--- src/rtl/bram_arb.sv ---
`default_nettype none
// ============================================================================
// Module   : bram_arb
// Purpose  : Two-port arbiter and sequencer for the shared 16-bit block RAM.
//            Port A (MCU bridge) and port B (console engine) each present a
//            level req; a granted request becomes one word access. Address,
//            data and strobes are held for MEM_TIME cycles, then an idle
//            cycle carries a one-cycle ack. Ties go to the port that was not
//            granted last, so grants alternate under continuous contention.
// Ports    : clk, rst_n (async, active low)
//            a_req/a_we/a_addr/a_dati -> a_ack/a_dato   (port A)
//            b_req/b_we/b_addr/b_dati -> b_ack/b_dato   (port B)
//            mem_addr/mem_dati/mem_oe/mem_we -> RAM, mem_dato <- RAM
// Revision : 1.0 - initial release
// ============================================================================
module bram_arb #(
    parameter int MEM_TIME = 2,
    parameter int AW       = 16
) (
    input  logic          clk,
    input  logic          rst_n,
    input  logic          a_req,
    input  logic [1:0]    a_we,
    input  logic [AW-1:0] a_addr,
    input  logic [15:0]   a_dati,
    output logic          a_ack,
    output logic [15:0]   a_dato,
    input  logic          b_req,
    input  logic [1:0]    b_we,
    input  logic [AW-1:0] b_addr,
    input  logic [15:0]   b_dati,
    output logic          b_ack,
    output logic [15:0]   b_dato,
    output logic [AW-1:0] mem_addr,
    output logic [15:0]   mem_dati,
    output logic          mem_oe,
    output logic [1:0]    mem_we,
    input  logic [15:0]   mem_dato
);

    generate
        if (MEM_TIME < 1) begin : g_bad_mem_time
            $error("bram_arb: MEM_TIME must be at least 1");
        end
    endgenerate

    localparam int c_cw = (MEM_TIME > 1) ? $clog2(MEM_TIME) : 1;
    localparam logic [c_cw-1:0] c_cnt_init = c_cw'(MEM_TIME - 1);

    // Port identifiers used for r_last / r_gnt
    localparam logic c_port_a = 1'b0;
    localparam logic c_port_b = 1'b1;

    typedef enum logic [1:0] {
        S_IDLE   = 2'd0,
        S_ACCESS = 2'd1,
        S_DONE   = 2'd2
    } state_t;

    state_t            r_state;
    state_t            w_state_nxt;
    logic              r_last;
    logic              r_gnt;
    logic [1:0]        r_we;
    logic [AW-1:0]     r_addr;
    logic [15:0]       r_dati;
    logic [c_cw-1:0]   r_cnt;
    logic [15:0]       r_a_dato;
    logic [15:0]       r_b_dato;

    logic              w_gnt_a;
    logic              w_gnt_b;
    logic              w_cnt_zero;

    // A wins when B is idle or when B was the last port served.
    always_comb begin
        w_gnt_a    = a_req & (~b_req | (r_last == c_port_b));
        w_gnt_b    = b_req & ~w_gnt_a;
        w_cnt_zero = (r_cnt == '0);
    end

    // ------------------------------------------------------------------
    // State register
    // ------------------------------------------------------------------
    always_ff @(posedge clk or negedge rst_n) begin
        if (!rst_n) begin
            r_state <= S_IDLE;
        end else begin
            r_state <= w_state_nxt;
        end
    end

    // ------------------------------------------------------------------
    // Next state and strobes. Strobes decode straight from the state
    // register so an asynchronous reset drops them immediately.
    // ------------------------------------------------------------------
    always_comb begin
        w_state_nxt = r_state;
        mem_oe      = 1'b0;
        mem_we      = 2'b00;
        a_ack       = 1'b0;
        b_ack       = 1'b0;
        case (r_state)
            S_IDLE: begin
                if (w_gnt_a || w_gnt_b) begin
                    w_state_nxt = S_ACCESS;
                end
            end
            S_ACCESS: begin
                mem_oe = (r_we == 2'b00);
                mem_we = r_we;
                if (w_cnt_zero) begin
                    w_state_nxt = S_DONE;
                end
            end
            S_DONE: begin
                a_ack       = (r_gnt == c_port_a);
                b_ack       = (r_gnt == c_port_b);
                w_state_nxt = S_IDLE;
            end
            default: begin
                w_state_nxt = S_IDLE;
            end
        endcase
    end

    // ------------------------------------------------------------------
    // Request latch, access counter and read-data capture
    // ------------------------------------------------------------------
    always_ff @(posedge clk or negedge rst_n) begin
        if (!rst_n) begin
            r_last   <= c_port_b;
            r_gnt    <= c_port_a;
            r_we     <= 2'b00;
            r_addr   <= '0;
            r_dati   <= '0;
            r_cnt    <= '0;
            r_a_dato <= '0;
            r_b_dato <= '0;
        end else begin
            case (r_state)
                S_IDLE: begin
                    if (w_gnt_a) begin
                        r_gnt  <= c_port_a;
                        r_last <= c_port_a;
                        r_we   <= a_we;
                        r_addr <= a_addr;
                        r_dati <= a_dati;
                        r_cnt  <= c_cnt_init;
                    end else if (w_gnt_b) begin
                        r_gnt  <= c_port_b;
                        r_last <= c_port_b;
                        r_we   <= b_we;
                        r_addr <= b_addr;
                        r_dati <= b_dati;
                        r_cnt  <= c_cnt_init;
                    end
                end
                S_ACCESS: begin
                    if (w_cnt_zero) begin
                        // Only the granted port's read register is touched.
                        if (r_we == 2'b00) begin
                            if (r_gnt == c_port_a) begin
                                r_a_dato <= mem_dato;
                            end else begin
                                r_b_dato <= mem_dato;
                            end
                        end
                    end else begin
                        r_cnt <= r_cnt - 1'b1;
                    end
                end
                default: begin
                end
            endcase
        end
    end

    assign mem_addr = r_addr;
    assign mem_dati = r_dati;
    assign a_dato   = r_a_dato;
    assign b_dato   = r_b_dato;

endmodule
`default_nettype wire

--- config.mk ---
export PLATFORM = sky130hd
export DESIGN_NAME = bram_arb
export DESIGN_NICKNAME = d
export VERILOG_FILES = /design/src/rtl/bram_arb.sv
export SDC_FILE = /design/constraint.sdc
export NUM_CORES = 1
export LEC_CHECK = 0
export ABC_AREA = 0
export CAP_MARGIN = 0
export CELL_PAD_IN_SITES_DETAIL_PLACEMENT = 1
export CELL_PAD_IN_SITES_GLOBAL_PLACEMENT = 2
export CORE_UTILIZATION = 21
export DETAILED_ROUTE_END_ITERATION = 10
export HOLD_SLACK_MARGIN = 0.05
export PLACE_DENSITY = 0.85
export SLEW_MARGIN = 20
export SYNTH_ARGS = -nofsm -noshare
export SYNTH_HDL_FRONTEND = slang
export SYNTH_SLANG_ARGS = --single-unit
--- constraint.sdc ---
create_clock -name clk -period 1.5 [get_ports clk]
set_clock_uncertainty 0.1 [all_clocks]
set_input_delay 0.3 -clock clk [delete_from_list [all_inputs] [get_ports clk]]
set_output_delay 0.3 -clock clk [all_outputs]
set_load 0.05 [all_outputs]
==> impl_metrics.tcl, run 1 <==
set metrics [dict create \
    ys_warn_count 0 \
    portBuffers 156 \
    syn-num-nets 377 \
    slew_viol_final 0 \
    maxCapViolations 0 \
    via_count 3077 \
    rsz0062_at_grt "true" \
    seqPwrFrac 0.240 \
    min_period_ns 1.79 \
    dr.first_iter.drc_count 136 \
    layout-area-overhead-vs-synth_pct 96.9 \
    ctsRootBufferMaster "clkbuf_16" \
    drive_above_1_share 0.356 \
    slew_headroom 0.746 \
    cp_max_fo 2 \
    drc 12 \
    final_common_cell "clkdlybuf4s50_1" \
    dp_cells 635 \
    worstSkewPairLatency_ns 0.33 \
    cts_buffers 9 \
    synth.avg_cell_area_um2 11.0 \
    crit_type "flop to output port" \
    syn_area_um2 3190 \
    power.internal_uw 9660 \
    fmax_mhz 558 \
    rows 44 \
    fillers 1565 \
    switchingPower_uw 7170 \
    cellLeakagePower_uw 0.00267 \
    gr-total-overflow 0 \
    synth_cell_type_count 23 \
    crit_path_end_kind "output port" \
    path_clk_slew_ns 0.06 \
    wl_met1_um 4440 \
    p_sw_frac 0.426 \
    cts_htree_levels 3 \
    final_cell_mix "clkdlybuf4s50_1, buf_12, dfrtp_1" \
    antenna_left 0 \
    track_usage 0.148 \
    multi_input_comb_area_um2 1350 \
    synth_top_area_cell "dfrtp_1" \
    initial_core_util 0.217 \
    powerDensity_nw_per_um2 2680 \
    cp.arrival_ns 1.39 \
    synth_area_leaders "dfrtp_1, mux2_2, a31oi_1" \
    routedWlPerCell_um 17.2 \
    die_height_um 125 \
    pwr-share-clk 0.145 \
    core_um2 14700 \
    wl_met3_um 1080 \
    whs_ns 0.334 \
    worst_slew_pin_slew_ns 0.380 \
    cts.sinks 71 \
    grt_antenna_before_repair 0 \
    post-route-period-util 1.19 \
    hold_violations 0 \
    die_x_um 125 \
    synth_top_cell_area_share 0.549 \
    met2_wirelength_um 5660 \
    hold_class "input port to async pin" \
    io_pins 157 \
    n_antenna_cell 0 \
    status "complete, but fails checks" \
    fin_cells 653 \
    first_pass_iters 8 \
    grt_start_max_net_pins 27 \
    cp.required_ns 1.10 \
    irDropWorstVdd_mv 1.19 \
    dp_hpwl_um 8810 \
    grt_pass1_wl_um 18300 \
    violations "design-rule violations, negative setup slack" \
    routed_wl_um 11200 \
    ys_seq_area_frac 0.557 \
    p_comb_frac 0.615 \
    die_area_um2 15700 \
    synth_seq_cells 71 \
    finalSetupViolations 37 \
    worst_slack_ns -0.292 \
    start_kind "flop" \
    syn_inst 289 \
    gp_congestion 0.762 \
    cts_tree "done" \
    maxUsedRoutingLayer "met4" \
    clockBufferDepth 2 \
    regArea_um2 1780 \
    grt_pass1_vias 3419 \
    nets 552 \
    viasPerCell 4.71 \
]
## layer usage
| metal | vias up | track usage |
|---|---|---|
| met5 | - | 0 |
| li1 | 1415 | - |
| met4 | 0 | 0.0366 |
| met2 | 126 | 0.262 |
| met3 | 7 | 0.0599 |
| met1 | 1529 | 0.166 |
## power groups by stage
stage	Combinational (uW)	Clock [uW]	Sequential, uW
after floorplan	2020	0	6570
after global placement	10000	0	4000
after detailed placement	10200	0	4070
after CTS	10300	2510	4070
after global routing	10800	2600	4180
final	10300	2440	4050
## path summary, 6_finish.rpt
kind	from	end	cells after the start	slack, ns
max in group asynchronous	rst_n	mem_addr[12]$_DFFE_PN0P_	3	0.49
min in group clk	r_cnt$_DFFE_PN0P_	r_state[1]$_DFFE_PN0P_	1	0.41
max reg2reg	r_state[1]$_DFFE_PN0P_	b_dato[14]$_DFFE_PN0P_	6	-0.28
min reg2reg	r_cnt$_DFFE_PN0P_	r_state[1]$_DFFE_PN0P_	1	0.41
min	rst_n	b_dato[9]$_DFFE_PN0P_	2	0.33
max	r_state[1]$_DFFE_PN0P_	mem_oe	4	-0.29
## critical path, stage by stage (launching register included)
cell and delay (ns):
dfrtp_1 0.40, nor4b_4 0.29, buf_4 0.16, buf_6 0.09, buf_12 0.12
## cells by family (layout without fill, tap and decap cells)
logic type	after synthesis	in the layout	share of synthesized area
compound gates	108	108	0.185
buf+inv	28	208	0.0388
flops	71	71	0.557
mux	32	32	0.125
simple gates	50	50	0.0948
## final cells by class
type                            instances  area share
Inverter                                1    0.000597
Multi-Input combinational cell        190       0.214
Timing Repair Buffer                  191       0.412
Clock buffer                           10      0.0364
Clock inverter                          6      0.0173
Sequential cell                        71       0.283
Tap cell                              184      0.0366
## through the flow
stage | setup TNS [ns] | cell area (um^2) | utilization | total power (uW) | worst slack [ns]
final | -7.88 | 6290 | 0.428 | 16800 | -0.292
after global routing | -11.00 | 6290 | 0.428 | 17500 | -0.369
after CTS | -8.53 | 6240 | 0.425 | 16900 | -0.314
after detailed placement | -15.84 | 5860 | 0.399 | 14300 | -0.355
after global placement | -13.12 | 5860 | 0.399 | 14000 | -0.311
after floorplan | -17.90 | 3210 | - | 8600 | -0.638
## cell usage after synthesis (all sizes together)
cell type   n
nor3b       1
nand2b      2
mux2       32
a21o        2
clkbuf     22
and3b       1
nor4b       1
o21ai      34
dfrtp      70
nor2b       2
and2        3
nand2       1
dfstp       1
nand3      34
nand3b      1
nor2        3
inv         1
buf         5
or2         1
a31oi      36
a21oi      36
## timing repair
item	CTS	global route
pin swaps	1	0
hold endpoints to repair	20	0
resized for setup	9	12
setup endpoints to repair	41	75
hold buffers	1	0
buffers inserted	1	0
## flip-flops by register name (all words and copies together) (netlist names)
name and cells:
r_last 1, r_we 2, r_gnt 1, a_dato 16, b_dato 16, mem_addr 16, r_state 2, r_cnt 1
mem_dati 16
(Power assumes the default switching activity.)
==> run 2, diff against run 1 <==
Settings changed: TNS_END_PERCENT set to 1.
==> run 2 against run 1 <==
  * The flow still finishes with violations (design-rule violations, negative setup slack)
  * Highest routed layer unchanged
  * Sequential share of layout area about the same
  * First-iteration DRC count is 49% lower
  * Register-to-register slack better by 0.11 ns
==> impl_metrics.tcl, run 2 (same netlist as run 1, synthesis figures left out) <==
set metrics [dict create \
    finalSetupViolations 37 \
    hold_class "input port to async pin" \
    clockBufferDepth 2 \
    worstSkewPairLatency_ns 0.34 \
    n_antenna_cell 0 \
    grt_start_max_net_pins 33 \
    maxCapViolations 0 \
    die_x_um 125 \
    dp_hpwl_um 8720 \
    cts.sinks 71 \
    final_cell_mix "clkdlybuf4s50_1, buf_12, dfrtp_1" \
    core_um2 14700 \
    antenna_left 0 \
    grt_pass1_vias 3352 \
    slew_headroom 0.767 \
    power.total_uw 16900 \
    violations "design-rule violations, negative setup slack" \
    crit_chain "nor4b_4 > buf_4 > buf_6 > buf_12" \
    first_pass_iters 7 \
    cpPeakStageDelay_ns 0.41 \
    slowest_stage "dfrtp_1" \
    viasPerCell 4.70 \
    dr.first_iter.drc_count 69 \
    worst_slew_pin_slew_ns 0.349 \
    final_core_util 0.428 \
    gr-total-overflow 0 \
    crit_type "flop to output port" \
    cp.arrival_ns 1.44 \
    layout-area-overhead-vs-synth_pct 97.2 \
    slew_viol_final 0 \
    cellLeakagePower_uw 0.00264 \
    post-route-period-util 1.22 \
    cts_htree_levels 3 \
    portBuffers 156 \
    path_buf_inv 3 \
    fmax_mhz 545 \
    fillers 1550 \
    cp.required_ns 1.10 \
    ctsRootBufferMaster "clkbuf_16" \
    stdcell_area_um2 6300 \
    initial_core_util 0.217 \
    worst_slack_ns -0.335 \
    via_count 3043 \
    path_clk_slew_ns 0.06 \
    rsz0062_at_grt "true" \
    crit_path_end_kind "output port" \
    min_period_ns 1.84 \
    drc 11 \
    final_common_cell "clkdlybuf4s50_1" \
    placed_area_um2 5830 \
    routed_wl_um 11200 \
    start_kind "flop" \
    die_height_um 125 \
    critPathTopFamily "flip-flops" \
    grt_antenna_before_repair 0 \
    nets 547 \
    hold_violations 0 \
    track_usage 0.150 \
    io_pins 157 \
    irDropWorstVdd_mv 0.941 \
    drive_above_1_share 0.353 \
    status "complete, but fails checks" \
    grt_pass1_wl_um 18300 \
    routedWlPerCell_um 17.2 \
    cp_max_fo 2 \
    rows 44 \
    powerDensity_nw_per_um2 2680 \
    cts_buffers 9 \
    cts_tree "done" \
    gp_congestion 0.730 \
    die_area_um2 15700 \
]
==> run 2: worst paths after layout <==
| path | start | to | slack [ns] | depth (start not counted) |
|---|---|---|---|---|
| max in group asynchronous | rst_n | a_dato[7]$_DFFE_PN0P_ | 0.49 | 3 |
| min in group clk | b_dati[6] | mem_dati[6]$_DFFE_PN0P_ | 0.45 | 3 |
| worst min register to register | r_cnt$_DFFE_PN0P_ | r_state[1]$_DFFE_PN0P_ | 0.47 | 1 |
| worst max register to register | r_we[1]$_DFFE_PN0P_ | b_dato[6]$_DFFE_PN0P_ | -0.17 | 5 |
| worst min-delay path | rst_n | b_dato[5]$_DFFE_PN0P_ | 0.32 | 2 |
| worst max-delay path | r_we[1]$_DFFE_PN0P_ | mem_oe | -0.34 | 4 |
==> run 2: layout make-up <==
type	count	area, um^2	area share
Sequential cell	71	1780	0.282
Clock inverter	5	104	0.0165
Clock buffer	11	253	0.0401
Inverter	1	3.75	0.000596
Tap cell	184	230	0.0366
Timing Repair Buffer	186	2570	0.408
Multi-Input combinational cell	190	1360	0.216
==> run 2: metal layers <==
layer	track usage	vias to the layer above	part of all wire
met1	0.169	1499	0.39
met3	0.0663	15	0.098
met4	0.0481	0	0.015
met5	0	-	0
li1	-	1409	-
met2	0.255	120	0.50
==> run 2: stage by stage <==
step	TNS (ns)	setup WS, ns	cells	hold WS (ns)
floorplan	-20.76	-0.638	289	-0.0956
global placement	-12.24	-0.267	628	0.129
detailed placement	-15.34	-0.317	628	0.134
CTS	-6.17	-0.346	647	0.327
global route	-8.32	-0.395	648	0.330
finish	-6.02	-0.335	648	0.316
==> run 2: timing repair <==
| action | in CTS | in global routing |
|---|---|---|
| resized for setup | 9 | 10 |
| buffers inserted | 2 | 1 |
| hold buffers | 1 | 0 |
| hold endpoints to repair | 21 | 0 |
| pin swaps | 1 | 3 |
| endpoints found under the setup margin | 37 | 67 |
==> run 2: where the power goes <==
| group | total (uW) | internal, uW | leakage (uW) | switching (uW) |
|---|---|---|---|---|
| logic | 10300 | 5100 | 0.00166 | 5220 |
| clock network | 2540 | 1710 | 0.000176 | 824 |
| registers | 4030 | 2920 | 0.000810 | 1110 |
==> variant: new RTL, config.mk and constraints of run 1 <==
Change the parameter `AW` from 16 to 14.
--- a/src/rtl/bram_arb.sv
+++ b/src/rtl/bram_arb.sv
@@ -17,3 +17,3 @@
     parameter int MEM_TIME = 2,
-    parameter int AW       = 16
+    parameter int AW       = 14
 ) (
Ports: changed (resized a_addr, b_addr and mem_addr); port bits go from 157 to 151. No check against the original RTL was run, so the function may have changed too.
==> variant against run 1 <==
The flow finishes with violations (negative setup slack); synthesized area down 2.8%; die area down 2.7%; sequential cell count down 2; via count down 4.4%; register-to-register slack better by 70 ps; worst setup slack better by 40 ps; power down 1.2%; design area up 0.58%; wire length down 0.45%; hold slack better by 14 ps; utilization up 0.90 points; non-clock buffer count down 7; highest routed layer unchanged.
==> variant: results (changes against run 1) <==
INFO  metric status = finished, violations left
INFO  metric violations = negative setup slack
INFO  metric timing.rr.end = a_dato[15]$_DFFE_PN0P_
INFO  metric finalSetupViolCount = 70 (+89%)
INFO  metric synth_seq_area_share = 0.5566 (about the same)
INFO  metric critical_register_to_register_path_startpoint = r_we[1]$_DFFE_PN0P_
INFO  metric final_critical_path_setup_slack = -251.7 ps (+39.99 ps)
INFO  metric grt_pass1_wl = 16,660 um (-8.8%)
INFO  metric route.detailed.vias_per_inst = 4.624 (-1.9%)
INFO  metric first_global_vias = 3,189 (-6.7%)
INFO  metric leakage_dissipation = 2.607 nW (-2.3%)
INFO  metric r2r.worst_path.cells = 5 (-1)
INFO  metric synthTopCellsByArea = sky130_fd_sc_hd__dfrtp_1 55%, sky130_fd_sc_hd__mux2_2 8.0%, sky130_fd_sc_hd__a31oi_1 6.9%
INFO  metric syn_nets = 363 (-3.7%)
INFO  metric gpl.final_weighted_congestion = 0.7504 (-1.5%)
INFO  metric detail_route.iter0.violations = 68 (-50%)
INFO  metric routed_wl = 11,200 um (-0.45%)
INFO  metric grt_max_degree = 35 (+30%)
INFO  metric filler_cell_count = 1,513 (-3.3%)
INFO  metric most_common_library_cells_after_synthesis = 68 x sky130_fd_sc_hd__dfrtp_1, 34 x sky130_fd_sc_hd__a21oi_1, 34 x sky130_fd_sc_hd__a31oi_1
INFO  metric io_buffers = 150 (-3.8%)
INFO  metric half_perimeter_wire_length_after_detailed_placement = 8307 um (-5.7%)
INFO  metric finalNetCount = 532 (-3.6%)
INFO  metric vdd_drop_max = 0.0009626 V (-19%)
INFO  metric worst-endpoint-arrival = 1350 ps (-40 ps)
INFO  metric vias = 2,941 (-4.4%)
## variant: how the worst max path moves through the flow
| stage | from | to | slack (ps) | depth (start not counted) |
|---|---|---|---|---|
| 6_report | r_we[1]$_DFFE_PN0P_ | mem_oe | -250 | 3 |
| 5_1_grt | r_we[1]$_DFFE_PN0P_ | mem_oe | -330 | 3 |
| 4_1_cts | r_state[1]$_DFFE_PN0P_ | mem_oe | -280 | 3 |
| 3_5_place_dp | a_req | mem_addr[10]$_DFFE_PN0P_ | -300 | 5 |
| 3_3_place_gp | a_req | r_state[0]$_DFFE_PN0P_ | -240 | 5 |
| 2_1_floorplan | r_we[1]$_DFFE_PN0P_ | b_dato[10]$_DFFE_PN0P_ | -640 | 4 |
## variant: layout make-up
cell class                      count  share of cell area
Timing Repair Buffer              184              0.4101
Tap cell                          184             0.03640
Inverter                            1           0.0005935
Clock inverter                      2            0.001583
Sequential cell                    69              0.2732
Multi-Input combinational cell    183              0.2386
Clock buffer                       13             0.03956
## variant: report_power, final
| group | switching, mW | internal (mW) |
|---|---|---|
| clock network | 0.724 | 1.15 |
| registers | 1.11 | 2.84 |
| logic | 5.35 | 5.44 |
## variant: kinds of logic (layout without fill, tap and decap cells)
kind of cell           count (synthesis)  in the layout  share of synthesized area
AOI/OAI and AO/OA                    102            102                     0.1798
buffers and inverters                 28            200                    0.04111
DFF                                   69             69                     0.5566
muxes                                 32             32                     0.1282
and+or+nand+nor                       48             49                    0.09432
## variant: timing repair
action / CTS / global route
setup endpoints to repair: 37 / 66
gates cloned: 1 / 4
setup buffers: 3 / 2
pin swaps: 1 / 7
hold buffers: 1 / 0
gates resized for setup: 10 / 36
hold endpoints to repair: 23 / 0
## variant: through the flow
step / hold WS [ps] / setup TNS [ps] / setup slack [ps] / instance area (um2) / utilization
2_1_floorplan: -95.59 / -17220 / -637.7 / 3151 / -
3_3_place_gp: 138.1 / -11190 / -239.4 / 5677 / 0.3921
3_5_place_dp: 153.3 / -13400 / -295.1 / 5677 / 0.3921
4_1_cts: 360.3 / -7908 / -284.1 / 6022 / 0.4159
5_1_grt: 384.4 / -12350 / -325.2 / 6325 / 0.4368
6_report: 347.4 / -7638 / -251.7 / 6325 / 0.4368
## variant: critical path: cells and delay by family (launching register included)
family | cells | cell delay (ps)
flops | 1 | 410
simple gates | 1 | 320
buf+inv | 2 | 300
## variant: metal layers
metal | wire length (um) | global-route usage | up-vias | part of all wire
met5 | 0 | 0 | - | 0
met4 | 138 | 0.03765 | 0 | 0.012
met3 | 959 | 0.05540 | 11 | 0.086
met2 | 5520 | 0.2465 | 117 | 0.49
met1 | 4578 | 0.1712 | 1432 | 0.41
li1 | - | - | 1381 | -
